### config.mk
export PLATFORM = sky130hd
export DESIGN_NAME = dense_layer
export DESIGN_NICKNAME = d
export VERILOG_FILES = /design/src/rtl/cnn_pkg.sv /design/src/rtl/dense_mac.sv /design/src/rtl/dense_layer.sv
export SDC_FILE = /design/constraint.sdc
export NUM_CORES = 1
export LEC_CHECK = 0
export CAP_MARGIN = 20
export CORE_MARGIN = 2
export CORE_UTILIZATION = 44
export CTS_CLUSTER_DIAMETER = 120
export DETAILED_ROUTE_END_ITERATION = 6
export GPL_TIMING_DRIVEN = 1
export PLACE_DENSITY = 0.67
export SETUP_SLACK_MARGIN = 0.3
export SLEW_MARGIN = 10
export SYNTH_ARGS = -nofsm -noshare
export SYNTH_HDL_FRONTEND = slang
export SYNTH_SLANG_ARGS = --single-unit
### constraint.sdc
create_clock -name clk -period 17.63 [get_ports clk]
set_input_delay 1.763 -clock clk [delete_from_list [all_inputs] [get_ports clk]]
set_output_delay 1.763 -clock clk [all_outputs]
set_load 0.1 [all_outputs]
### src/rtl/cnn_pkg.sv
// Shared definitions for the CNN inference chain: Q8.8 format, FSM encodings,
// accumulator sizing and the common output saturation function.
package cnn_pkg;

  localparam int unsigned CNN_DW   = 16;
  localparam int unsigned CNN_FRAC = 8;

  localparam logic [15:0] Q_ZERO = 16'h0000;
  localparam logic [15:0] Q_ONE  = 16'h0100;
  localparam logic [15:0] Q_HALF = 16'h0080;
  localparam logic [15:0] Q_MAX  = 16'h7FFF;
  localparam logic [15:0] Q_MIN  = 16'h8000;

  localparam logic [2:0] ST_IDLE  = 3'd0;
  localparam logic [2:0] ST_BIAS  = 3'd1;
  localparam logic [2:0] ST_MAC   = 3'd2;
  localparam logic [2:0] ST_DRAIN = 3'd3;
  localparam logic [2:0] ST_WRITE = 3'd4;
  localparam logic [2:0] ST_DONE  = 3'd5;

  localparam logic [1:0] MAC_HOLD = 2'd0;
  localparam logic [1:0] MAC_LOAD = 2'd1;
  localparam logic [1:0] MAC_ACC  = 2'd2;
  localparam logic [1:0] MAC_CLR  = 2'd3;

  // Wide enough that a full dot product plus bias cannot overflow.
  function automatic int unsigned acc_w(input int unsigned dw, input int unsigned n_in);
    return 2 * dw + $clog2(n_in) + 1;
  endfunction

  // Drop FRAC bits (floor), optional ReLU, then clamp to a signed dw-bit range.
  function automatic logic signed [63:0] sat_round(input logic signed [63:0] v,
                                                   input int unsigned frac,
                                                   input int unsigned dw,
                                                   input logic relu);
    logic signed [63:0] s;
    logic signed [63:0] hi;
    logic signed [63:0] lo;
    s  = v >>> frac;
    hi = (64'sd1 <<< (dw - 1)) - 64'sd1;
    lo = -(64'sd1 <<< (dw - 1));
    if (relu && (s < 64'sd0)) s = 64'sd0;
    if (s > hi) s = hi;
    else if (s < lo) s = lo;
    return s;
  endfunction

endpackage

### src/rtl/dense_mac.sv
// Multiply-accumulate datapath for one neuron: bias load, product accumulate,
// clear, and the combinational output transform of the next accumulator value.
module dense_mac
  import cnn_pkg::*;
#(
  parameter int unsigned DW   = CNN_DW,
  parameter int unsigned FRAC = CNN_FRAC,
  parameter int unsigned N_IN = 400,
  parameter int unsigned RELU = 1
) (
  input  logic          clk,
  input  logic          rst_n,
  input  logic [1:0]    op,
  input  logic [DW-1:0] a,
  input  logic [DW-1:0] b,
  input  logic [DW-1:0] bias,
  output logic [DW-1:0] res_c
);

  localparam int unsigned ACC_W = acc_w(DW, N_IN);
  localparam int unsigned PW    = 2 * DW;

  logic signed [PW-1:0]    prod;
  logic signed [ACC_W-1:0] acc;
  logic signed [ACC_W-1:0] acc_nxt;

  assign prod = PW'($signed(a)) * PW'($signed(b));

  always_comb begin
    acc_nxt = acc;
    case (op)
      MAC_LOAD: acc_nxt = ACC_W'($signed(bias)) <<< FRAC;
      MAC_ACC:  acc_nxt = acc + ACC_W'(prod);
      MAC_CLR:  acc_nxt = '0;
      default:  acc_nxt = acc;
    endcase
  end

  always_ff @(posedge clk or negedge rst_n) begin
    if (!rst_n) acc <= '0;
    else        acc <= acc_nxt;
  end

  assign res_c = DW'(sat_round(64'(acc_nxt), FRAC, DW, logic'(RELU != 0)));

endmodule

### src/rtl/dense_layer.sv
// Dense layer engine: walks neurons and inputs, drives memory addresses and
// writes one saturated result per neuron.
module dense_layer
  import cnn_pkg::*;
#(
  parameter int unsigned N_IN     = 400,
  parameter int unsigned N_OUT    = 120,
  parameter int unsigned DW       = CNN_DW,
  parameter int unsigned FRAC     = CNN_FRAC,
  parameter int unsigned RELU     = 1,
  parameter int unsigned IN_BASE  = 0,
  parameter int unsigned OUT_BASE = 0
) (
  input  logic          clk,
  input  logic          rst_n,
  input  logic          en,
  output logic          work_finished,
  output logic [31:0]   rd_addr,
  input  logic [DW-1:0] rd_data,
  output logic [31:0]   w_addr,
  input  logic [DW-1:0] w_data,
  output logic [31:0]   b_addr,
  input  logic [DW-1:0] b_data,
  output logic [31:0]   wr_addr,
  output logic [DW-1:0] wr_data,
  output logic          wr_out_en
);

  localparam int unsigned IW = $clog2(N_IN + 1);
  localparam int unsigned JW = $clog2(N_OUT + 1);
  localparam logic [IW-1:0] I_LAST = IW'(N_IN - 1);
  localparam logic [JW-1:0] J_LAST = JW'(N_OUT - 1);

  logic [2:0]    state, state_nxt;
  logic [IW-1:0] i, i_nxt;
  logic [JW-1:0] j, j_nxt;
  logic [31:0]   ptr, ptr_nxt;
  logic [31:0]   rd_addr_nxt, w_addr_nxt, b_addr_nxt, wr_addr_nxt;
  logic [DW-1:0] wr_data_nxt;
  logic          wr_out_en_nxt, work_finished_nxt;
  logic [1:0]    mac_op;
  logic [DW-1:0] res_c;

  dense_mac #(
    .DW   (DW),
    .FRAC (FRAC),
    .N_IN (N_IN),
    .RELU (RELU)
  ) u_mac (
    .clk   (clk),
    .rst_n (rst_n),
    .op    (mac_op),
    .a     (rd_data),
    .b     (w_data),
    .bias  (b_data),
    .res_c (res_c)
  );

  // Next-state, counters and next registered outputs.
  always_comb begin
    state_nxt         = state;
    i_nxt             = i;
    j_nxt             = j;
    ptr_nxt           = ptr;
    rd_addr_nxt       = rd_addr;
    w_addr_nxt        = w_addr;
    b_addr_nxt        = b_addr;
    wr_addr_nxt       = wr_addr;
    wr_data_nxt       = wr_data;
    wr_out_en_nxt     = 1'b0;
    work_finished_nxt = 1'b0;
    mac_op            = MAC_HOLD;

    if (!en && (state != ST_IDLE) && (state != ST_DONE)) begin
      state_nxt   = ST_IDLE;
      i_nxt       = '0;
      j_nxt       = '0;
      ptr_nxt     = '0;
      rd_addr_nxt = '0;
      w_addr_nxt  = '0;
      b_addr_nxt  = '0;
      wr_addr_nxt = '0;
      wr_data_nxt = '0;
      mac_op      = MAC_CLR;
    end else begin
      case (state)
        ST_IDLE: begin
          if (en) begin
            state_nxt  = ST_BIAS;
            i_nxt      = '0;
            j_nxt      = '0;
            ptr_nxt    = '0;
            b_addr_nxt = '0;
          end
        end
        ST_BIAS: begin
          state_nxt   = ST_MAC;
          i_nxt       = '0;
          rd_addr_nxt = 32'(IN_BASE);
          w_addr_nxt  = ptr;
          ptr_nxt     = ptr + 32'd1;
        end
        ST_MAC: begin
          // Data returning now belongs to index i-1; index 0 sees the bias instead.
          mac_op = (i == '0) ? MAC_LOAD : MAC_ACC;
          if (i == I_LAST) begin
            state_nxt = ST_DRAIN;
          end else begin
            i_nxt       = i + IW'(1);
            rd_addr_nxt = 32'(IN_BASE) + 32'(i) + 32'd1;
            w_addr_nxt  = ptr;
            ptr_nxt     = ptr + 32'd1;
          end
        end
        ST_DRAIN: begin
          mac_op        = MAC_ACC;
          state_nxt     = ST_WRITE;
          wr_out_en_nxt = 1'b1;
          wr_addr_nxt   = 32'(OUT_BASE) + 32'(j);
          wr_data_nxt   = res_c;
        end
        ST_WRITE: begin
          if (j == J_LAST) begin
            state_nxt         = ST_DONE;
            work_finished_nxt = 1'b1;
          end else begin
            state_nxt  = ST_BIAS;
            j_nxt      = j + JW'(1);
            b_addr_nxt = 32'(j) + 32'd1;
          end
        end
        ST_DONE: begin
          if (en) work_finished_nxt = 1'b1;
          else    state_nxt = ST_IDLE;
        end
        default: state_nxt = ST_IDLE;
      endcase
    end
  end

  always_ff @(posedge clk or negedge rst_n) begin
    if (!rst_n) begin
      state         <= ST_IDLE;
      i             <= '0;
      j             <= '0;
      ptr           <= '0;
      rd_addr       <= '0;
      w_addr        <= '0;
      b_addr        <= '0;
      wr_addr       <= '0;
      wr_data       <= '0;
      wr_out_en     <= 1'b0;
      work_finished <= 1'b0;
    end else begin
      state         <= state_nxt;
      i             <= i_nxt;
      j             <= j_nxt;
      ptr           <= ptr_nxt;
      rd_addr       <= rd_addr_nxt;
      w_addr        <= w_addr_nxt;
      b_addr        <= b_addr_nxt;
      wr_addr       <= wr_addr_nxt;
      wr_data       <= wr_data_nxt;
      wr_out_en     <= wr_out_en_nxt;
      work_finished <= work_finished_nxt;
    end
  end

endmodule

==> key figures <==
Min path
  • Worst Hold Depth: 2
  • Hold crit path type: flip-flop to flip-flop
  • HP Start: rd_addr[2]
  • Worst min-delay path endpoint: rd_addr[2]

Setup path
  • Critical Path Sink Type: flip-flop
  • RR Endpoint: wr_data[12]
  • R2r setup slk: ~11000 ps
  • Worst Reg-to-Reg Cells: 17
  • Worst endpoint required time: 17990 ps
  • Worst Path Arrival: between 10000 and 15000 ps
  • CP startpoint kind: primary input
  • FF-to-FF Start: u_mac.acc[17]
  • CP Max Fanout: 16
  • CP Class: primary input to flip-flop

Routing
  • Routed Antenna Nets: 0
  • Routed WL: just over 50000 microns
  • TritonRoute pass-1 iters: 5
  • Drt wl/cell: 18.0 microns
  • DR vias: about 15000
  • DRC: 0
  • Via-per-instance ratio: 5.22
  • 1st-iter DRT viols: 753

Clocking
  • Hold buffers post-CTS: 0
  • Clock tree sinks: ~160
  • CTS buffer count: 17
  • Clk root buf: clkbuf_16
  • CTS tree: yes
  • Skew-Pair Late Insertion Delay: ~430 ps
  • Cts repair resizes: 0
  • Postcts setup bufs: 0
  • CTS Buffer Depth: 2
  • H-tree levels: 4
  • Clk slew on worst S/H paths: around 70 ps

Final layout
  • P&R area growth vs syn: 9.59%
  • Fillers: 4355
  • Layout cells sized above 1: 2.99%
  • Nets: between 2000 and 3000
  • Final std cells w/o fill: 2883

Timing
  • RSZ-0062 raised after global routing: no
  • F_max: 0.100 GHz
  • Minimum hold slack: 487 ps
  • Clock Skew: around 12 ps
  • Final Critical Period: between 9000 and 10000 ps
  • Relative slew slack: 25.6%
  • Setup TNS Final: 0 ps
  • Fin crit share: around 57%
  • Slew Viols, Final: 0
  • Final hold vios: 0
  • Final setup viols: 0
  • Worst-margin pin slew: approximately 1100 ps

Placement
  • GP Congestion: slightly above 0.9
  • Port Buffers: 125
  • Cells after DPL: 2848
  • HPWL after DPL: between 40000 and 50000 microns

Die
  • Initial Util: around 45%
  • Row cnt: slightly below 80
  • Die height: around 220 microns
  • Core ar.: ~46000 sq um
  • I/O pin count: 197
  • Die Wd: approximately 220 microns
  • Die area: 48800 sq um

Yosys
  • Async set-reset flop share out of synthesis: between 90% and 100%
  • Synth Flop Type: dfrtp_1
  • Yosys top cell by area: fa_1
  • Synthesized area: just over 20000 sq um
  • Yosys top cell area share: roughly a third
  • Largest cells by area after synthesis: fa_1, dfrtp_1, inv_1
  • Synthesized area per cell: around 9.4 sq um
  • Register area share after synthesis: 19.5%
  • Synth cell types: 85
  • Top-count cell post-synth: inv_1
  • EDFF count, synth: 0
  • Number of synthesized register bits: roughly 160
  • Synthesis Warnings: 0
  • Synth Instances: ~2200
  • Synth top cells by count: inv_1, fa_1, nand2_1

Global route
  • Largest net degree at the start of global routing: between 90 and 100
  • GRT overflow: 0
  • Initial antenna violation count: 4
  • Global-route wire length before repair: about 90000 microns
  • Vias in the first global route: around 16000
  • Total GRT Usage: between 20% and 30%

Run
  • Max-cap violations: 0

Status
  • Status: complete, no violations
how the worst max path moves through the flow:
stage | from | to | slack [ps] | depth (start not counted)
2_1_floorplan | rd_data[15] | wr_data[10] | 8740 | 22
3_3_place_gp | rd_data[15] | wr_data[0] | 7400 | 23
3_5_place_dp | rd_data[15] | wr_data[14] | 7220 | 23
4_1_cts | rd_data[15] | wr_data[12] | 7660 | 23
5_1_grt | rd_data[15] | wr_data[6] | 7070 | 23
6_report | rd_data[15] | wr_data[12] | 7640 | 23
critical path, stage by stage:
cell,delay (ps)
clkdlybuf4s50_1,710
nand2_1,320
inv_1,80
fa_2,650
inv_1,80
fa_1,910
fa_1,510
inv_1,80
fa_1,430
fa_1,550
inv_1,60
fa_1,530
inv_1,40
ha_1,480
nand4_1,210
nor3b_1,700
nor3_2,230
o31ai_1,360
a21oi_1,140
mux2i_1,160
nor3b_2,740
o21a_2,430
a221o_1,160
placed cells by master, fill, tap and decap left out, types with 35 or more instances in the layout:
cell / Yosys / routed
nand3_1: 41 / 41
conb_1: 1 / 71
xnor2_1: 35 / 35
inv_1: 443 / 443
fa_1: 338 / 337
ha_1: 123 / 123
a21oi_1: 55 / 54
a22o_1: 47 / 47
and2_1: 117 / 117
nand2_1: 223 / 223
clkdlybuf4s50_1: 0 / 124
o21ai_0: 81 / 81
dfrtp_1: 161 / 161
nor2_1: 92 / 91
stage by stage:
| stage | util [%] | setup slack (ps) | instance area [sq um] |
|---|---|---|---|
| after floorplan | - | 8740 | 21000 |
| after global placement | 47.5 | 7400 | 22100 |
| after detailed placement | 47.6 | 7220 | 22100 |
| after CTS | 48.8 | 7660 | 22700 |
| after global routing | 48.8 | 7070 | 22700 |
| final | 48.8 | 7640 | 22700 |
per-layer routing:
metal  up-vias  share of wire [%]  GRT usage (%)
met3        71                6.2           4.58
met4         4                1.8           4.61
met2       422                 46           34.8
met5         -              0.052              0
li1       6911                  -              -
met1      7642                 46           31.9
cells by family after synthesis:
kind of cell / Yosys count / synth area share [%]
compound gates: 337 / 11.4
xor+xnor: 62 / 2.71
mux: 8 / 0.399
other cells: 1 / 0.0181
buf+inv: 602 / 12.7
fa+ha+maj: 461 / 40.1
simple gates: 566 / 13.2
flops: 161 / 19.5
sequential cells by signal, indices dropped and copies added, names as in the netlist:
| name | cells |
|---|---|
| i | 9 |
| ptr | 32 |
| u_mac.acc | 42 |
| b_addr | 2 |
| state | 3 |
| work_finished | 1 |
| rd_addr | 10 |
| w_addr | 32 |
| wr_out_en | 1 |
| j | 6 |
| wr_addr | 7 |
| wr_data | 16 |
layout make-up:
type | count | area, sq um | area share, %
Antenna cell | 2 | 5.00 | 0.0221
Sequential cell | 161 | 4030 | 17.8
Multi-Input combinational cell | 1505 | 14300 | 63.2
Clock inverter | 15 | 146 | 0.645
Inverter | 444 | 1670 | 7.35
Tap cell | 607 | 759 | 3.35
Clock buffer | 17 | 425 | 1.88
Timing Repair Buffer | 132 | 1320 | 5.82
Power is left out: the tool's default activity adds up to more than one toggle a clock period on the data nets, which glitch-free logic cannot reach.
